$ cat src/rtl/e203_exu_wbck_arb.sv
// Write-back arbiter: buffers ALU results in a 2-deep FIFO and merges them with long-pipe results onto the RF write port.
// Latency: long-pipe 0 cycles (combinational), ALU >= 1 cycle (registered through the FIFO).
// Backpressure: ALU ready = !full | pop; long-pipe ready only when granted; starvation counter force-grants the ALU head.

module e203_wbck_fifo2 #(
  parameter int W = 8
) (
  input  logic         clk,
  input  logic         rst,
  input  logic         push,
  input  logic [W-1:0] push_dat,
  input  logic         pop,
  output logic [W-1:0] head_dat,
  output logic [1:0]   cnt
);

  logic [W-1:0] mem [2];
  logic         wptr;
  logic         rptr;

  // Storage carries no reset; validity is tracked by cnt alone.
  always_ff @(posedge clk) begin
    if (push) mem[wptr] <= push_dat;
  end

  always_ff @(posedge clk) begin
    if (rst) begin
      wptr <= 1'b0;
      rptr <= 1'b0;
      cnt  <= 2'd0;
    end else begin
      if (push) wptr <= ~wptr;
      if (pop)  rptr <= ~rptr;
      cnt <= cnt + 2'(push) - 2'(pop);
    end
  end

  assign head_dat = mem[rptr];

endmodule

module e203_exu_wbck_arb #(
  parameter int XLEN       = 32,
  parameter int RFIDX_W    = 5,
  parameter int STARVE_MAX = 3
) (
  input  logic               clk,
  input  logic               rst,
  input  logic               alu_wbck_i_valid,
  output logic               alu_wbck_i_ready,
  input  logic [XLEN-1:0]    alu_wbck_i_wdat,
  input  logic [RFIDX_W-1:0] alu_wbck_i_rdidx,
  input  logic               alu_wbck_i_rdwen,
  input  logic               alu_wbck_i_err,
  input  logic               longp_wbck_i_valid,
  output logic               longp_wbck_i_ready,
  input  logic [XLEN-1:0]    longp_wbck_i_wdat,
  input  logic [RFIDX_W-1:0] longp_wbck_i_rdidx,
  output logic               rf_wbck_o_ena,
  output logic [XLEN-1:0]    rf_wbck_o_wdat,
  output logic [RFIDX_W-1:0] rf_wbck_o_rdidx,
  output logic [1:0]         alu_fifo_cnt,
  output logic               wbck_busy
);

  typedef struct packed {
    logic [XLEN-1:0]    wdat;
    logic [RFIDX_W-1:0] rdidx;
  } alu_ent_t;

  localparam logic [2:0] STARVE_LIM = 3'(STARVE_MAX);

  alu_ent_t   push_ent;
  alu_ent_t   head_ent;
  logic [1:0] cnt;
  logic [2:0] starve_cnt;
  logic       head_v;
  logic       full;
  logic       force_alu;
  logic       grant_alu;
  logic       grant_longp;
  logic       is_write;
  logic       push;

  assign head_v    = (cnt != 2'd0);
  assign full      = (cnt == 2'd2);
  assign force_alu = head_v && (starve_cnt == STARVE_LIM);

  // Nothing is granted while rst is high, so no write leaks out of a reset cycle.
  assign grant_longp = !rst && !force_alu && longp_wbck_i_valid;
  assign grant_alu   = !rst && head_v && (force_alu || !longp_wbck_i_valid);

  assign is_write = alu_wbck_i_rdwen && !alu_wbck_i_err && (alu_wbck_i_rdidx != '0);
  assign alu_wbck_i_ready = !rst && (!full || grant_alu);
  assign push = alu_wbck_i_valid && alu_wbck_i_ready && is_write;

  assign push_ent.wdat  = alu_wbck_i_wdat;
  assign push_ent.rdidx = alu_wbck_i_rdidx;

  e203_wbck_fifo2 #(
    .W ($bits(alu_ent_t))
  ) u_alu_fifo (
    .clk      (clk),
    .rst      (rst),
    .push     (push),
    .push_dat (push_ent),
    .pop      (grant_alu),
    .head_dat (head_ent),
    .cnt      (cnt)
  );

  always_ff @(posedge clk) begin
    if (rst) begin
      starve_cnt <= 3'd0;
    end else if (grant_alu || !head_v) begin
      starve_cnt <= 3'd0;
    end else if (grant_longp && (starve_cnt != STARVE_LIM)) begin
      starve_cnt <= starve_cnt + 3'd1;
    end
  end

  assign longp_wbck_i_ready = grant_longp;
  assign rf_wbck_o_ena      = grant_longp || grant_alu;

  always_comb begin
    rf_wbck_o_wdat  = '0;
    rf_wbck_o_rdidx = '0;
    if (grant_longp) begin
      rf_wbck_o_wdat  = longp_wbck_i_wdat;
      rf_wbck_o_rdidx = longp_wbck_i_rdidx;
    end else if (grant_alu) begin
      rf_wbck_o_wdat  = head_ent.wdat;
      rf_wbck_o_rdidx = head_ent.rdidx;
    end
  end

  assign alu_fifo_cnt = rst ? 2'd0 : cnt;
  assign wbck_busy    = !rst && (head_v || longp_wbck_i_valid);

endmodule
$ cat config.mk
export PLATFORM = sky130hd
export DESIGN_NAME = e203_exu_wbck_arb
export DESIGN_NICKNAME = d
export VERILOG_FILES = /design/src/rtl/e203_exu_wbck_arb.sv
export SDC_FILE = /design/constraint.sdc
export NUM_CORES = 1
export LEC_CHECK = 0
export CAP_MARGIN = 0
export CORE_ASPECT_RATIO = 1.25
export CORE_MARGIN = 5
export CORE_UTILIZATION = 45
export CTS_BUF_LIST = sky130_fd_sc_hd__clkbuf_4
export CTS_CLUSTER_SIZE = 8
export DETAILED_ROUTE_END_ITERATION = 12
export GPL_TIMING_DRIVEN = 0
export PLACE_DENSITY_LB_ADDON = 0.15
export SLEW_MARGIN = 30
export SYNTH_ARGS = -nofsm -noshare
export SYNTH_HDL_FRONTEND = slang
export SYNTH_SLANG_ARGS = --single-unit
$ cat constraint.sdc
create_clock -name clk -period 7.43 [get_ports clk]
set_input_delay 1.1145 -clock clk [delete_from_list [all_inputs] [get_ports clk]]
set_output_delay 1.1145 -clock clk [all_outputs]
set_load 0.01 [all_outputs]
# Word-level counts from Yosys, hierarchy flattened
# Memories as Yosys holds them, arrays and structs flattened. A register that Yosys moved wholly into a read port is not among the register bits.
# Cells that the tools add are included.
[totals] register_bits=7 ram_bits=74 input_bits=80 elab_cells=48 n_memories=1
[mem_list] name="u_alu_fifo.mem" depth=2 word_bits=37 rd=1 rd_clocked_by_memory_dff=1 write_ports=1 line="17" source="logic [W-1:0] mem [2];"
[classes] n_addsub=3 eq_ne=3 mux=9 bitwise=2 reduce_logical=26
[op_table] cell="32-bit two-way mux" count=2
[op_table] cell="1-bit logical AND" count=12
[op_table] cell="5-bit two-way mux" count=2
[op_table] cell="1-bit logical NOT" count=6
[op_table] cell="1-bit logical OR" count=5
[op_table] cell="5-bit nonzero test" count=1
[op_table] cell="1-bit two-way mux" count=4
[op_table] cell="3-bit by 1-bit adder with 3-bit output, second input constant" count=1
[op_table] cell="3-bit by 2-bit equality test with 1-bit output, second input constant" count=1
[op_table] cell="3-bit by 2-bit inequality test with 1-bit output, second input constant" count=1
[op_table] cell="2-bit by 1-bit adder with 2-bit output" count=1
[op_table] cell="2-bit equality test, second input constant" count=1
[op_table] cell="2-bit two-way mux" count=1
[op_table] cell="1-bit NOT" count=2
[op_table] cell="2-bit nonzero test" count=1
[op_table] cell="2-bit OR reduction" count=1
[op_table] cell="2-bit by 1-bit subtractor with 2-bit output" count=1

# Depth between registers and ports, before layout
# Gate-level depths: netlist of the first run.
[logic_depth] ltp_word=10 depth_mapped=12

# Modules after synthesis
# Synthesis of the first run repeated with hierarchy kept, for this count alone.
[hier_totals] hier_cells=205 area_unflattened_um2=3633.5
[by_module_without_submodules] mod="e203_wbck_fifo2" n_inst=1 cells_each=134 area_per_inst_um2=3026.7 seq_area_each_um2=2322.2
[by_module_without_submodules] mod="e203_exu_wbck_arb" n_inst=1 cells_each=71 area_per_inst_um2=606.8 seq_area_each_um2=60.1

# Worst setup path after synthesis of the first run
# Ideal clock, no wire load.
[synth_timing] path_kind="input to register" from="in longp_wbck_i_valid" to="mem u_alu_fifo.mem[0][0] in the netlist's numbering (enable)" t_arrival_ns=3.487 required_ns=6.994 setup_slack_ns=3.508 cell_stages=4 path_buffers=0 path_cell_list="nor2b_4 > and3_1 > nor4_4 > nor2b_1"
[synth_via] elab_chain_len=9
[synth_lines] element="from (decl)" line="55" source="input logic longp_wbck_i_valid,"
[synth_lines] element="1-bit logical NOT" line="91" source="assign grant_alu = !rst && head_v && (force_alu || !longp_wbck_i_valid);"
[synth_lines] element="1-bit logical OR" line="91"
[synth_lines] element="1-bit logical AND" line="91"
[synth_lines] element="1-bit logical OR" line="94" source="assign alu_wbck_i_ready = !rst && (!full || grant_alu);"
[synth_lines] element="1-bit logical AND" line="94"
[synth_lines] element="1-bit logical AND (2 in a row)" line="95" source="assign push = alu_wbck_i_valid && alu_wbck_i_ready && is_write;"
[synth_lines] element="1-bit two-way mux" line="23" source="if (push) mem[wptr] <= push_dat;"
[synth_lines] element="1-bit two-way mux (implied by the code)" line="23"
[synth_lines] element="to (decl)" line="17"
# Every way passes these cells.

# Worst setup path after layout of the first run
[layout_timing] from="in longp_wbck_i_valid" to="out rf_wbck_o_wdat[17]"
[layout_via] elab_chain_len=5 elab_cells_between_ends=6
[layout_lines] element="1-bit logical NOT" line="91"
[layout_lines] element="1-bit logical OR" line="91"
[layout_lines] element="1-bit logical AND" line="91"
[layout_lines] element="32-bit two-way mux" line="131" source="end else if (grant_alu) begin"
[layout_lines] element="32-bit two-way mux (*)" line="128" source="if (grant_longp) begin"
[layout_lines] element="to (decl)" line="60" source="output logic [XLEN-1:0] rf_wbck_o_wdat,"
# Mark *: on every way between the ends. The rest lies on a longest branch, timed or not.

==> results.toml, run 1 <==
[synth]
yosysTopAreaCell = "edfxtp_1"
seq_area_frac_synth_pct = 68.6
synthArstFlopShare_pct = 0
syn-num-nets = 331
ys_ff_latch = 82
postSynthCellCount = 247
syn_area_mm2 = 0.00347
synth-edff-count = 74
ys.flop_type = "edfxtp_1"
synth_top_cells_by_count = "edfxtp_1 (74), mux2i_1 (38), nand2_1 (38)"
synth_cell_types = 28
yosysWarnings = 0
avgSynthCellArea_um2 = 14.1
yosysMostFrequentCell = "edfxtp_1"
synthTopCellsByArea = "edfxtp_1 (64%), mux2i_1 (11%), dfxtp_1 (4.6%)"
yosysTopAreaCellShare_pct = 64.0

[worst_hold_path]
worstHoldPathCells = 1
min-delay-path-class = "reg -> reg"
holdPathEnd = "starve_cnt[0]"
worstHoldStart = "starve_cnt[0]"

[detailed_routing]
wl_um = 7420
wl_per_cell_um = 15.5
postRouteAntennaNets = 0
viasPerCell = 4.90
drtIter0Drc = 110
dr.pass1.iters = 3
drc = 0
num_vias = 2341

[die]
ioPinCount = 123
die_height_um = 108
start_util_pct = 46.7
die_w_um = 88.6
fp-row-count = 35
core_area_mm2 = 0.00744
die-area_mm2 = 0.00959

[setup_path]
crit_family = "buffers and inverters"
crit_slowest_cell = "clkdlybuf4s50_1"
endpoint_kind = "output pin"
ff2ff_path_depth = 7
critPathBufInv = 3
critPathRequiredTime_ps = 6320
critPathLaunchType = "primary input"
r2r_end = "u_alu_fifo.mem[0][7]"
ff2ff_setup_slack_ps = 5000
worstReg2RegStart = "starve_cnt[0]"
slowest_delay_ps = 570
path_cells = "clkdlybuf4s50_1 > nor2b_4 > or3_4 > clkbuf_1 > o21ai_0 > clkdlybuf4s50_1"
crit_arrival_ps = 3120
cp_max_fo = 10
crit_path_frequent_cell = "clkdlybuf4s50_1"
path_class = "in -> out"

[clock_tree]
worst_skew_pair.late_latency_ps = 410
clk_pin_slew_worst_paths_ps = 110
cts.sinks = 82
postCtsSetupRepairBufs = 0
ctsResizeCount = 0
cts_buffers = 9
cts-root-buf = "clkbuf_4"
hold_buffers = 0
cts_tree = "yes"
cts_buffer_depth = 2
htreeDepth = 3

[placed_design]
placedInstanceArea_mm2 = 0.00487
place_congestion = 0.718
dp_hpwl_um = 5610
port_buffers = 122

[finish]
drive_above_1_share_pct = 11.1
multiInputGateArea_mm2 = 0.00100
seq_area_mm2 = 0.00238
diodes = 0
final_util_pct = 66.9
design_area_mm2 = 0.00498
fillerInstances = 575
syn_to_final_growth_pct = 43.4
fin_nets = 466

[timing]
period_share_pct = 57.0
worst_pin_slew_ps = 530
clock_skew_ps = 12.6
fin_tns_setup_ps = 0
finalSetupViolations = 0
finalHoldViolCount = 0
max_slew_margin_pct = 64.6
rsz0062_at_grt = "false"
max_freq_ghz = 0.236
fin_crit_ps = 4240
maxSlewViolCount = 0

[power_and_ir_drop]
p_leak_nw = 1.67
ir_worst_vdd_mv = 0.114
power_density_mw_per_mm2 = 171

[global_route]
grt_use_total_pct = 15.5
grt_pass1_wl_um = 11000
grt_max_degree = 24
grt_overflow = 0
grt_pass1_vias = 2361
antenna_found_initial = 0

[job]
max_cap_viol_count = 0

[status]
outcome = "completed"
[per-layer routing]
metal / global-route usage (%) / wire length (um)
met2: 28.2 / 4020
met1: 16.5 / 2810
met4: 7.13 / 129
met3: 3.89 / 462
met5: 0 / 0
[worst max path at each step]
stage	from	endpoint	depth (start not counted)
after floorplan	longp_wbck_i_valid	u_alu_fifo.mem[0][0]	4
after global placement	longp_wbck_i_valid	u_alu_fifo.mem[0][22]	5
after detailed placement	longp_wbck_i_valid	rf_wbck_o_wdat[6]	6
after CTS	longp_wbck_i_valid	rf_wbck_o_wdat[6]	6
after global routing	rst	rf_wbck_o_wdat[13]	7
final	longp_wbck_i_valid	rf_wbck_o_wdat[17]	6
[flip-flops by register name, indices dropped and copies added (netlist names), named ones only]
| name | flops |
|---|---|
| starve_cnt | 3 |
| u_alu_fifo.cnt | 2 |
| u_alu_fifo.rptr | 1 |
| u_alu_fifo.wptr | 1 |
| u_alu_fifo.mem | 74 |
[cell type report]
| type | count | share of cell area (%) |
|---|---|---|
| multi-input combinational | 147 | 20.1 |
| clock inverter | 5 | 0.653 |
| buffer | 13 | 1.58 |
| inverter | 5 | 0.377 |
| clock buffer | 10 | 1.51 |
| tap | 92 | 2.31 |
| timing repair buffer | 124 | 25.6 |
| sequential | 82 | 47.8 |
[through the flow]
stage	worst slack, ps	power (W)	instances	hold slack [ps]
final	3190	0.000852	478	440
after CTS	3160	0.000862	478	451
after global routing	3030	0.000893	478	470
after global placement	2060	0.000648	461	409
after detailed placement	3160	0.000653	463	435
after floorplan	3510	0.000570	247	399
[power breakdown]
group	switching [W]	internal [W]
clock	0.000142	0.0000695
combinational	0.0000495	0.0000792
sequential	0.00000292	0.000509
[cells by family (layout without fill, tap and decap cells)]
| group | count (synthesis) | after routing | synth area share (%) |
|---|---|---|---|
| flops | 82 | 82 | 68.6 |
| simple gates | 64 | 64 | 9.01 |
| compound gates | 38 | 38 | 6.45 |
| mux | 38 | 38 | 11.0 |
| buf+inv | 18 | 157 | 2.81 |
| fa+ha+maj | 4 | 4 | 1.44 |
| xor+xnor | 3 | 3 | 0.757 |
[cell usage in the layout (no fill, tap or decap)]
cell             synthesis  layout
clkinv_2                 0       2
dfxtp_1                  8       8
buf_8                    1       1
nor2_1                  11      11
o21ai_2                  9       9
nor2b_1                  3       2
clkdlybuf4s50_1          0     122
nand2b_1                 1       1
o21ai_0                 29      29
nor3_1                   1       1
clkbuf_1                 4       4
xnor2_1                  1       1
and3_1                   1       1
inv_1                    5       5
clkinvlp_4               0       3
nor2b_4                  1       2
edfxtp_1                74      74
and2_2                   0       1
clkbuf_4                 0      10
nor4_4                   1       1
nand3b_1                 1       1
buf_4                    1       1
nand2_1                 38      38
nor2_2                   2       2
buf_16                   0       2
ha_1                     4       4
xor2_1                   2       2
mux2i_1                 38      38
and3b_1                  1       1
buf_2                    6       6
or4_4                    1       1
or3_4                    1       1
buf_6                    1       1
Power figures use the tool's default switching activity.
==> run 2: changes to the inputs <==
==> constraint.sdc (replaced) <==
create_clock -name clk -period 3.9 [get_ports clk]
set_input_delay 0.585 -clock clk [delete_from_list [all_inputs] [get_ports clk]]
set_output_delay 0.585 -clock clk [all_outputs]
set_load 0.01 [all_outputs]
==> results of run 2 <==
Same layout as run 1 (identical final DEF). Status: completed.
Main changes from that run: setup slack after placement 3160 ps -> 690 ps; setup slack after layout 3190 ps -> 712 ps; start point of the critical path longp_wbck_i_valid -> starve_cnt[0]; register-to-register setup slack 5000 ps -> 1470 ps; total power 0.000852 W -> 0.00162 W; worst IR drop on VDD 0.114 mV -> 0.216 mV
